**src/rtl/blackjack_deal_ctrl.sv**
```systemverilog
// blackjack_deal_ctrl: round sequencer for the blackjack game.
// Fetches cards over a req/valid handshake, deals them into the player and
// dealer hand tables, and handles hit/stand. It also runs the dealer draw
// rule, keeps the hand scores and produces the round result.
//
// Parameters: MAX_CARDS  slots per hand (2..15)
// Build macro: DEALER_HITS_SOFT17_EN  when defined, the dealer also draws on a soft 17
//
// Ports:
//   clk, rst                      clock, async active-high reset
//   new_round, hit, stand         one-cycle control pulses
//   card_req / card_valid         deck handshake, transfer when both high
//   card_rank, card_suit          incoming card
//   rd_hand, rd_idx               hand-slot lookup address
//   rd_valid/rank/suit/hidden     registered lookup result (1-cycle latency)
//   player_score, dealer_score    best hand scores, saturated at 31
//   state, result                 FSM state code and round outcome
module blackjack_deal_ctrl #(
  parameter int unsigned MAX_CARDS = 8
) (
  input  logic       clk,
  input  logic       rst,
  input  logic       new_round,
  input  logic       hit,
  input  logic       stand,
  output logic       card_req,
  input  logic       card_valid,
  input  logic [3:0] card_rank,
  input  logic [1:0] card_suit,
  input  logic       rd_hand,
  input  logic [3:0] rd_idx,
  output logic       rd_valid,
  output logic [3:0] rd_rank,
  output logic [1:0] rd_suit,
  output logic       rd_hidden,
  output logic [4:0] player_score,
  output logic [4:0] dealer_score,
  output logic [2:0] state,
  output logic [1:0] result
);

  localparam int unsigned IDX_W = 4;
  localparam int unsigned SLOTS = 2 ** IDX_W;

  localparam logic [2:0] S_IDLE   = 3'd0;
  localparam logic [2:0] S_DEAL   = 3'd1;
  localparam logic [2:0] S_PLAYER = 3'd2;
  localparam logic [2:0] S_DRAW_P = 3'd3;
  localparam logic [2:0] S_DEALER = 3'd4;
  localparam logic [2:0] S_RESULT = 3'd5;

  logic [2:0]       state_q, state_d;
  logic             card_req_q, card_req_d;
  logic [1:0]       result_q, result_d;
  logic             settle_q, settle_d;
  logic [1:0]       deal_cnt_q, deal_cnt_d;
  logic [IDX_W-1:0] p_cnt_q, d_cnt_q;
  logic [5:0]       p_hard_q, d_hard_q;
  logic             p_ace_q, d_ace_q;
  logic [4:0]       p_score_q, d_score_q;
  logic             d_soft_q;
  logic             rd_valid_q, rd_hidden_q;
  logic [3:0]       rd_rank_q;
  logic [1:0]       rd_suit_q;
  logic [3:0]       p_rank_q [SLOTS];
  logic [3:0]       d_rank_q [SLOTS];
  logic [1:0]       p_suit_q [SLOTS];
  logic [1:0]       d_suit_q [SLOTS];

  logic clear_c, xfer_c, xfer_hand_c, draw_c, rd_ok_c;
  logic [1:0] outcome_c;

  // Blackjack value of a rank: ace counts hard as 1, faces as 10.
  function automatic logic [3:0] card_val(input logic [3:0] r);
    return (r >= 4'd10) ? 4'd10 : r;
  endfunction

  // True when an ace can be promoted to 11 without busting.
  function automatic logic is_soft(input logic [5:0] hard, input logic ace);
    return ace && ((7'({1'b0, hard}) + 7'd10) <= 7'd21);
  endfunction

  function automatic logic [4:0] best_score(input logic [5:0] hard, input logic ace);
    logic [6:0] s;
    s = is_soft(hard, ace) ? (7'({1'b0, hard}) + 7'd10) : 7'({1'b0, hard});
    return (s > 7'd31) ? 5'd31 : s[4:0];
  endfunction

  assign xfer_c      = card_req_q && card_valid;
  assign xfer_hand_c = (state_q == S_DEALER) || ((state_q == S_DEAL) && deal_cnt_q[0]);

  // Dealer draw rule, optionally also hitting a soft 17.
`ifdef DEALER_HITS_SOFT17_EN
  assign draw_c = (d_cnt_q < IDX_W'(MAX_CARDS)) &&
                  ((d_score_q < 5'd17) || ((d_score_q == 5'd17) && d_soft_q));
`else
  assign draw_c = (d_cnt_q < IDX_W'(MAX_CARDS)) && (d_score_q < 5'd17);
`endif

  // Round outcome from the settled scores.
  always_comb begin
    outcome_c = 2'd3;
    if (d_score_q > 5'd21)            outcome_c = 2'd1;
    else if (p_score_q > d_score_q)   outcome_c = 2'd1;
    else if (p_score_q < d_score_q)   outcome_c = 2'd2;
  end

  // Next-state logic. Score-based decisions wait one cycle after a transfer
  // (settle_q) so they see the registered score of the new card.
  always_comb begin
    state_d    = state_q;
    card_req_d = card_req_q;
    result_d   = result_q;
    settle_d   = xfer_c;
    deal_cnt_d = deal_cnt_q;
    clear_c    = 1'b0;
    if (xfer_c) card_req_d = 1'b0;
    case (state_q)
      S_IDLE, S_RESULT: begin
        if (new_round) begin
          clear_c    = 1'b1;
          state_d    = S_DEAL;
          card_req_d = 1'b1;
          deal_cnt_d = 2'd0;
          result_d   = 2'd0;
        end
      end
      S_DEAL: begin
        if (xfer_c) begin
          deal_cnt_d = deal_cnt_q + 2'd1;
          if (deal_cnt_q == 2'd3) state_d = S_PLAYER;
          else                    card_req_d = 1'b1;
        end
      end
      S_PLAYER: begin
        if (!settle_q) begin
          if (stand || (p_score_q == 5'd21) || (p_cnt_q >= IDX_W'(MAX_CARDS))) begin
            state_d = S_DEALER;
          end else if (hit && (p_score_q < 5'd21)) begin
            state_d    = S_DRAW_P;
            card_req_d = 1'b1;
          end
        end
      end
      S_DRAW_P: begin
        if (!card_req_q && !settle_q) begin
          if (p_score_q > 5'd21) begin
            state_d  = S_RESULT;
            result_d = 2'd2;
          end else begin
            state_d = S_PLAYER;
          end
        end
      end
      S_DEALER: begin
        if (!card_req_q && !settle_q) begin
          if (draw_c) begin
            card_req_d = 1'b1;
          end else begin
            state_d  = S_RESULT;
            result_d = outcome_c;
          end
        end
      end
      default: begin
        state_d    = S_IDLE;
        card_req_d = 1'b0;
      end
    endcase
  end

  // Control registers.
  always_ff @(posedge clk or posedge rst) begin
    if (rst) begin
      state_q    <= S_IDLE;
      card_req_q <= 1'b0;
      result_q   <= 2'd0;
      settle_q   <= 1'b0;
      deal_cnt_q <= 2'd0;
    end else begin
      state_q    <= state_d;
      card_req_q <= card_req_d;
      result_q   <= result_d;
      settle_q   <= settle_d;
      deal_cnt_q <= deal_cnt_d;
    end
  end

  // Hand counts, hard sums and ace flags; scores follow one edge later.
  always_ff @(posedge clk or posedge rst) begin
    if (rst) begin
      p_cnt_q   <= '0;
      d_cnt_q   <= '0;
      p_hard_q  <= '0;
      d_hard_q  <= '0;
      p_ace_q   <= 1'b0;
      d_ace_q   <= 1'b0;
      p_score_q <= '0;
      d_score_q <= '0;
      d_soft_q  <= 1'b0;
    end else begin
      if (clear_c) begin
        p_cnt_q  <= '0;
        d_cnt_q  <= '0;
        p_hard_q <= '0;
        d_hard_q <= '0;
        p_ace_q  <= 1'b0;
        d_ace_q  <= 1'b0;
      end else if (xfer_c) begin
        if (xfer_hand_c) begin
          d_cnt_q  <= d_cnt_q + IDX_W'(1);
          d_hard_q <= d_hard_q + 6'(card_val(card_rank));
          d_ace_q  <= d_ace_q || (card_rank == 4'd1);
        end else begin
          p_cnt_q  <= p_cnt_q + IDX_W'(1);
          p_hard_q <= p_hard_q + 6'(card_val(card_rank));
          p_ace_q  <= p_ace_q || (card_rank == 4'd1);
        end
      end
      p_score_q <= clear_c ? 5'd0 : best_score(p_hard_q, p_ace_q);
      d_score_q <= clear_c ? 5'd0 : best_score(d_hard_q, d_ace_q);
      d_soft_q  <= clear_c ? 1'b0 : is_soft(d_hard_q, d_ace_q);
    end
  end

  // Slot storage; occupancy comes from the counts, so no reset is needed here.
  always_ff @(posedge clk) begin
    if (xfer_c) begin
      if (xfer_hand_c) begin
        d_rank_q[d_cnt_q] <= card_rank;
        d_suit_q[d_cnt_q] <= card_suit;
      end else begin
        p_rank_q[p_cnt_q] <= card_rank;
        p_suit_q[p_cnt_q] <= card_suit;
      end
    end
  end

  assign rd_ok_c = (rd_idx < IDX_W'(MAX_CARDS)) && (rd_idx < (rd_hand ? d_cnt_q : p_cnt_q));

  // Registered lookup port for the card drawer.
  always_ff @(posedge clk or posedge rst) begin
    if (rst) begin
      rd_valid_q  <= 1'b0;
      rd_rank_q   <= '0;
      rd_suit_q   <= '0;
      rd_hidden_q <= 1'b0;
    end else begin
      rd_valid_q  <= rd_ok_c;
      rd_rank_q   <= rd_ok_c ? (rd_hand ? d_rank_q[rd_idx] : p_rank_q[rd_idx]) : 4'd0;
      rd_suit_q   <= rd_ok_c ? (rd_hand ? d_suit_q[rd_idx] : p_suit_q[rd_idx]) : 2'd0;
      rd_hidden_q <= rd_hand && (rd_idx == 4'd1) &&
                     ((state_q == S_DEAL) || (state_q == S_PLAYER) || (state_q == S_DRAW_P));
    end
  end

  assign card_req     = card_req_q;
  assign state        = state_q;
  assign result       = result_q;
  assign player_score = p_score_q;
  assign dealer_score = d_score_q;
  assign rd_valid     = rd_valid_q;
  assign rd_rank      = rd_rank_q;
  assign rd_suit      = rd_suit_q;
  assign rd_hidden    = rd_hidden_q;

endmodule

```
**config.mk**
```make
export PLATFORM = sky130hd
export DESIGN_NAME = blackjack_deal_ctrl
export DESIGN_NICKNAME = d
export VERILOG_FILES = /design/src/rtl/blackjack_deal_ctrl.sv
export SDC_FILE = /design/constraint.sdc
export NUM_CORES = 1
export LEC_CHECK = 0
export ABC_AREA = 0
export ABC_CLOCK_PERIOD_IN_PS = 2200
export BUFFER_PORTS_ARGS = -buffer_cell sky130_fd_sc_hd__buf_2
export CAP_MARGIN = 25
export CORE_UTILIZATION = 50
export DETAILED_ROUTE_END_ITERATION = 8
export GPL_ROUTABILITY_DRIVEN = 0
export PLACE_DENSITY = 0.7
export SYNTH_ARGS = -nofsm -noshare
export SYNTH_HDL_FRONTEND = slang
export SYNTH_SLANG_ARGS = --single-unit
```
**constraint.sdc**
```tcl
create_clock -name clk -period 2.2 [get_ports clk]
set_input_delay 0.44 -clock clk [delete_from_list [all_inputs] [get_ports clk]]
set_output_delay 0.44 -clock clk [all_outputs]
set_load 0.05 [all_outputs]
```
==> results.md, run 1 <==
* Initial antenna violation count at 0
* Critical path depth in cells at 7
* Row count at 42
* Max Cap Violations at 0
* Final hold vios at 0
* Fin. max-slew vios at 0
* Async S/R FF share, synth at 0.3379
* Final setup skew at about 0.0076 ns
* Final worst path period share at 0.9555
* I/O Buffers at 40
* Area growth syn-to-layout at 19.15%
* TNS Setup at 0 ns
* Worst-margin pin slew at 0.5575 ns
* CTS H-tree lvls at 4
* CP Cell Sequence: buf_4 > ha_1 > a21o_1 > a211oi_1 > o22ai_1 > or4_1 > a31oi_1
* Syn nets at 565
* Area occupied by multi-input gates at 2753 um^2
* Gr usage total at 0.2319
* Clock sinks at 145
* Seq. cell area at 4114 um^2
* Diode count at 0
* WS Path Type: reg2reg
* Final WL at 15.43 mm
* Synthesis Warnings at 0
* Dpl ws at -0.1727 ns
* Crit path time final at between 2 and 2.5 ns
* Register area share after synthesis at 0.5844
* Fillers at about 1000
* Initial Util at 0.5226
* Leakage at roughly 0.0034 uW
* Startpoint types: register
* Worst setup EP type: register
* Outcome: completed
* WL/cell at roughly 20 um
* Slew margin rel. at 0.6283
* Post-Syn Area at 7030 um^2
* Maximum VDD drop at 0.8355 mV
* RSZ-0062 raised after global routing: yes
* Clock latency on the worst-skew pair at 0.43 ns
* Reg2Reg Depth at 7
* Die Y at 120.6 um
* Yosys reg bits at about 150
* TritonCTS clock tree: built
* ANT nets after route at 0
* Clk Tree Root Cell: clkbuf_16
* CTS hold repair buffers at 0
* Cts bufs inserted at 17
* Commonest non-fill, non-tap cell in the layout: edfxtp_1
* Cell count after synthesis at 515
* Final setup fails at 0
* WP buf/inv at 1
* First-pass GRT wire length at around 25 mm
* Worst EP required at ~2.5 ns
* Remaining DRCs at 0
* IO Pins at 41
* CTS clk-pin slew, worst paths at 0.06 ns
* Worst endpoint data arrival time at 2.44 ns
* Die W at 120.6 um
* Number of synthesized flops with an enable pin at 96
* Largest net degree at the start of global routing at 50
* CP max-delay cell: or4_1
* Nets at 647
* Largest stage delay, worst path at 0.47 ns
* Max clock buf depth at 2
* HPWL after DPL at 10.81 mm
* Commonest cells after routing, fill and taps aside: 96 x edfxtp_1, 45 x dfrtp_1, 44 x buf_4
* Vias in the first global route at about 4700
* Drt initial violations at 324
* Top_reg_cell synth: edfxtp_1
* Yosys cell types at 61
* DIE AREA at about 15000 um^2
* Routed via count at about 4600
* Core area at 13450 um^2
* Crit-path max FO at 8
* Vias/cell at 5.789
* Share of cells above drive strength 1 at 0.2885
* PnR worst setup slack at 0.09796 ns
* GR Overflow Total at 0
* Fmax at 475.7 MHz
* Hold crit path type: in2async
* Family with the most delay on the worst path: compound AO/OA/AOI/OAI gates
* Pre-antenna DRT Iters at 5
* Syn Area/Cell at 13.65 um^2
* PwrDens at 1133 nW/um^2
what timing repair did:
action                                  in CTS  in global routing
endpoints found under the setup margin       0                 23
buffers inserted                             0                  2
resized for setup                            0                 11
state kept, by name, summed over array words and instances (netlist names), 2 cells and up:
| name | count |
|---|---|
| p_suit_q | 16 |
| rd_suit | 2 |
| d_rank_q | 32 |
| deal_cnt_q | 2 |
| d_suit_q | 16 |
| state | 3 |
| dealer_score | 5 |
| rd_rank | 4 |
| result | 2 |
| player_score | 5 |
| d_hard_q | 6 |
| p_rank_q | 32 |
| p_cnt_q | 4 |
| p_hard_q | 6 |
| d_cnt_q | 4 |
through the flow:
| step | cell area, um^2 | util | hold WS, ns | power (uW) | instances |
|---|---|---|---|---|---|
| after CTS | 8341 | 0.6200 | 0.05553 | 9489 | 784 |
| final | 8377 | 0.6227 | 0.05014 | 9490 | 786 |
| after global routing | 8377 | 0.6227 | 0.07846 | 9973 | 786 |
| after detailed placement | 7735 | 0.5750 | 0.5069 | 6546 | 752 |
| after global placement | 7735 | 0.5750 | 0.5034 | 6446 | 752 |
| after floorplan | 7051 | - | 0.5020 | 5612 | 515 |
final cells by class:
type,count,share of cell area
Clock inverter,15,0.02151
Timing Repair Buffer,87,0.07050
Tap cell,176,0.02629
Sequential cell,145,0.4911
Inverter,25,0.01120
Clock buffer,17,0.05078
Multi-Input combinational cell,321,0.3286
power by group:
group / leakage, uW / internal, uW / switching (uW)
combinational: 0.00154 / 1190 / 1800
clock: 0.000294 / 1790 / 1140
sequential: 0.00152 / 3230 / 346
total: 0.00335 / 6210 / 3280
worst paths after layout:
kind	endpoint	start	slack, ns
setup / recovery	dealer_score[3]	d_hard_q[1]	0.1
max in group asynchronous	p_hard_q[1]	rst	1.88
hold / removal	rd_suit[1]	rst	0.05
min in group clk	d_suit_q[7][1]	card_suit[1]	0.40
setup reg to reg	dealer_score[3]	d_hard_q[1]	0.1
hold reg to reg	result[1]	result[1]	0.55
Yosys cell counts (3+ instances only):
cell       n  area [um^2]
mux2_2     4        45.04
dfrtp_1   49         1226
o22ai_1    4        25.02
nor3_1     6        30.03
a21oi_1   22        110.1
nand3_1   13        65.06
o21a_1     7        52.55
buf_2      5        25.02
mux4_2    30        675.7
a21o_2     3        26.28
edfxtp_1  96         2883
xor2_1     7        61.31
and2_1     9        56.30
mux2i_1    6        60.06
clkbuf_1  11        41.29
nor2_1    34        127.6
a21o_1    11        82.58
a211oi_1   6        45.04
or4_1      4        30.03
inv_1     25        93.84
nand3b_1   5        37.54
o21ai_0   26        130.1
or3_1      3        18.77
xnor2_1    8        70.07
o31ai_1    3        22.52
nand2_1   25        93.84
buf_1      5        18.77
ha_1      31        387.9
nand2b_1   6        37.54
nor2b_1    7        43.79
nor3b_1    6        45.04
metal layers:
layer | GRT usage | vias to the layer above | share of wire
li1 | - | 2124 | -
met1 | 0.2984 | 2287 | 0.42
met2 | 0.3897 | 119 | 0.52
met3 | 0.04481 | 20 | 0.042
met4 | 0.08873 | 0 | 0.017
met5 | 0 | - | 0
tightest hold or removal path, stage by stage:
cell    delay [ns]
buf_2         0.10
inv_2         0.06
buf_12        0.25
logic make-up after synthesis:
| kind of cell | after synthesis | synth area share |
|---|---|---|
| multiplexers | 41 | 0.1127 |
| flip-flops | 145 | 0.5844 |
| XOR/XNOR | 15 | 0.01869 |
| adder cells (fa/ha/maj) | 33 | 0.06086 |
| AO/OA/AOI/OAI | 105 | 0.1006 |
| AND/OR/NAND/NOR | 127 | 0.09361 |
| buffers and inverters | 49 | 0.02919 |
(Power assumes the default switching activity.)
==> run 2: changes to the inputs <==
- CORE_MARGIN: default -> 8
==> run 2 against run 1 <==
Sequential cell count is the same. Clock power shrank 8.9%. First-iteration DRC count grew 27%. Utilization shrank 2.3 points. Fmax grew 0.19%. Worst setup slack gained 0.0041 ns. Wire length grew 4.1%. Worst hold slack gained 0.023 ns. Via count grew 1.1%. Clock skew grew 0.0038 ns. Die area grew 25%. Sequential power is essentially flat. Largest cell class unchanged.
==> results.md, run 2 (synthesis results as in run 1) <==
* Clk Tree Root Cell: clkbuf_16
* Power share of the clock group at 0.290 (-0.018)
* Commonest cells after routing, fill and taps aside: 96 x edfxtp_1, 45 x dfrtp_1, 44 x buf_4
* WP buf/inv at 1 (unchanged)
* Slew margin rel. at 0.6155 (-0.01282)
* Worst EP required at 2.54 ns (about the same)
* Commonest non-fill, non-tap cell in the layout: edfxtp_1
* Cts bufs inserted at 17 (unchanged)
* Top Registers: d_rank_q: 32 flops, p_rank_q: 32 flops
* WL/cell at 20.36 um (+3.7%)
* Vias in the first global route at 4655 (-0.28%)
* Routed via count at 4598 (+1.1%)
* Core area at 13830 um^2 (+2.8%)
* Largest stage delay, worst path at 0.48 ns (about the same)
* Diode count at 0 (unchanged)
* CTS clk-pin slew, worst paths at 0.06 ns (about the same)
* Fin. max-slew vios at 0 (unchanged)
* Worst endpoint data arrival time at 2.44 ns (about the same)
* CTS H-tree lvls at 4 (unchanged)
* Share of cells above drive strength 1 at 0.2759 (-0.01266)
* Area occupied by multi-input gates at 2746 um^2 (-0.23%)
* Worst-margin pin slew at 0.5759 ns (+0.01839 ns)
* Family with the most delay on the worst path: compound AO/OA/AOI/OAI gates
* IO Pins at 41 (unchanged)
* Switching share of power at 0.3516 (+0.006004)
* Crit path time final at 2.098 ns (-0.004079 ns)
* Vias/cell at 5.828 (+0.67%)
* Max Cap Violations at 0 (unchanged)
* Leakage at 0.003305 uW (-1.4%)
* Final WL at 16.07 mm (+4.1%)
* WS Path Type: reg2reg
* Design Power at 9231 uW (-2.7%)
* Initial antenna violation count at 0 (unchanged)
* Combinational fraction of design power at 0.320 (+0.006)
* Fmax at 476.7 MHz (+0.19%)
* ANT nets after route at 0 (unchanged)
* Max clock buf depth at 2 (unchanged)
* TritonCTS clock tree: built
* Nets at 646 (-0.15%)
* WHS at 0.07265 ns (+0.02252 ns)
* Final hold vios at 0 (unchanged)
* Final worst path period share at 0.9536 (-0.001854)
* Maximum VDD drop at 0.9446 mV (+13%)
* Hold crit path type: in2async
* Pint at 5985 uW (-3.6%)
* Initial Util at 0.5085 (-0.01414)
* Drt initial violations at 413 (+27%)
* Startpoint types: register
* Seq. cell area at 4114 um^2 (unchanged)
* Final setup fails at 0 (unchanged)
* Pre-antenna DRT Iters at 5 (unchanged)
* Fillers at 1041 (-0.29%)
* CP max-delay cell: or4_1
* Outcome: completed
* HPWL after DPL at 11.43 mm (+5.7%)
* Sw power at 3246 uW (-1.0%)
* Clock sinks at 145 (unchanged)
* Remaining DRCs at 0 (unchanged)
* I/O Buffers at 40 (unchanged)
* Post-CTS setup buffers at 0 (unchanged)
* Final setup skew at 0.01146 ns (+0.003848 ns)
* Area growth syn-to-layout at 17.96%
* CP Cell Sequence: buf_4 > ha_1 > xnor2_1 > a211oi_1 > o22ai_1 > or4_1 > a31oi_1
* First-pass GRT wire length at 25.46 mm (+2.7%)
* PwrDens at 1113 nW/um^2 (-1.7%)
* Gr usage total at 0.1846 (-0.04728)
* Row count at 43 (+2.4%)
* Crit-path max FO at 5 (-3)
* DIE AREA at 18110 um^2 (+25%)
* GR Overflow Total at 0 (unchanged)
* Worst setup EP type: register
* Die W at 134.6 um (+12%)
* Largest net degree at the start of global routing at 27 (-46%)
* Clock latency on the worst-skew pair at 0.42 ns (about the same)
* Die Y at 134.6 um (+12%)
* Flop pwr share at 0.390 (+0.013)
[run 2: cell types whose count changed in the layout (fill, tap and decap cells not counted), moves of 3 or more]
| cell | before | now |
|---|---|---|
| and2_1 | 6 | 9 |
| and2_2 | 3 | 0 |
| clkinv_4 | 4 | 0 |
| clkbuf_1 | 0 | 5 |
[run 2: per-layer routing]
metal	vias to the layer above	track usage	wire length [um]
met5	-	0	0
met4	0	0.05552	214
met3	17	0.04643	725
met2	135	0.3126	8461
met1	2330	0.2284	6666
li1	2116	-	-
[run 2: per-stage QoR]
| stage | worst slack (ns) | TNS (ns) | cells | instance area [um^2] | utilization |
|---|---|---|---|---|---|
| after detailed placement | -0.1403 | -0.2188 | 757 | 7735 | 0.5594 |
| after global placement | -0.1251 | -0.1399 | 757 | 7735 | 0.5594 |
| after CTS | 0.04626 | 0 | 789 | 8282 | 0.5990 |
| after floorplan | 0.02367 | 0 | 515 | 7051 | - |
| final | 0.1020 | 0 | 789 | 8293 | 0.5998 |
| after global routing | -0.002935 | -0.002935 | 789 | 8293 | 0.5998 |
[run 2: timing repair]
item | in CTS | in global routing
cloned | 0 | 0
resized for setup | 1 | 5
hold buffers | 0 | 0
endpoints found under the setup margin | 1 | 5
pin swaps | 0 | 3
[run 2: worst paths after layout]
kind                       cells past startpoint     startpoint              end  slack [ns]
hold reg to reg                                2  deal_cnt_q[1]    deal_cnt_q[1]        0.55
hold / removal                                 2            rst        rd_hidden        0.07
setup / recovery                               7    p_hard_q[1]  player_score[3]        0.10
setup reg to reg                               7    p_hard_q[1]  player_score[3]        0.10
min in group clk                               3      rd_idx[3]        rd_hidden        0.39
max in group asynchronous                      3            rst       p_cnt_q[0]        1.48
[run 2: power groups by stage]
| stage | registers [uW] | clock network [uW] | logic (uW) |
|---|---|---|---|
| after global routing | 3650 | 2820 | 3230 |
| after floorplan | 3940 | 0 | 1670 |
| after detailed placement | 3640 | 0 | 2920 |
| final | 3600 | 2670 | 2950 |
| after global placement | 3620 | 0 | 2830 |
| after CTS | 3590 | 2710 | 2940 |
[run 2: layout make-up]
cell class                      count  area share
Clock buffer                       23     0.05522
Clock inverter                      9     0.01026
Inverter                           25     0.01132
Multi-Input combinational cell    321      0.3312
Sequential cell                   145      0.4961
Tap cell                          180     0.02716
Timing Repair Buffer               86     0.06880
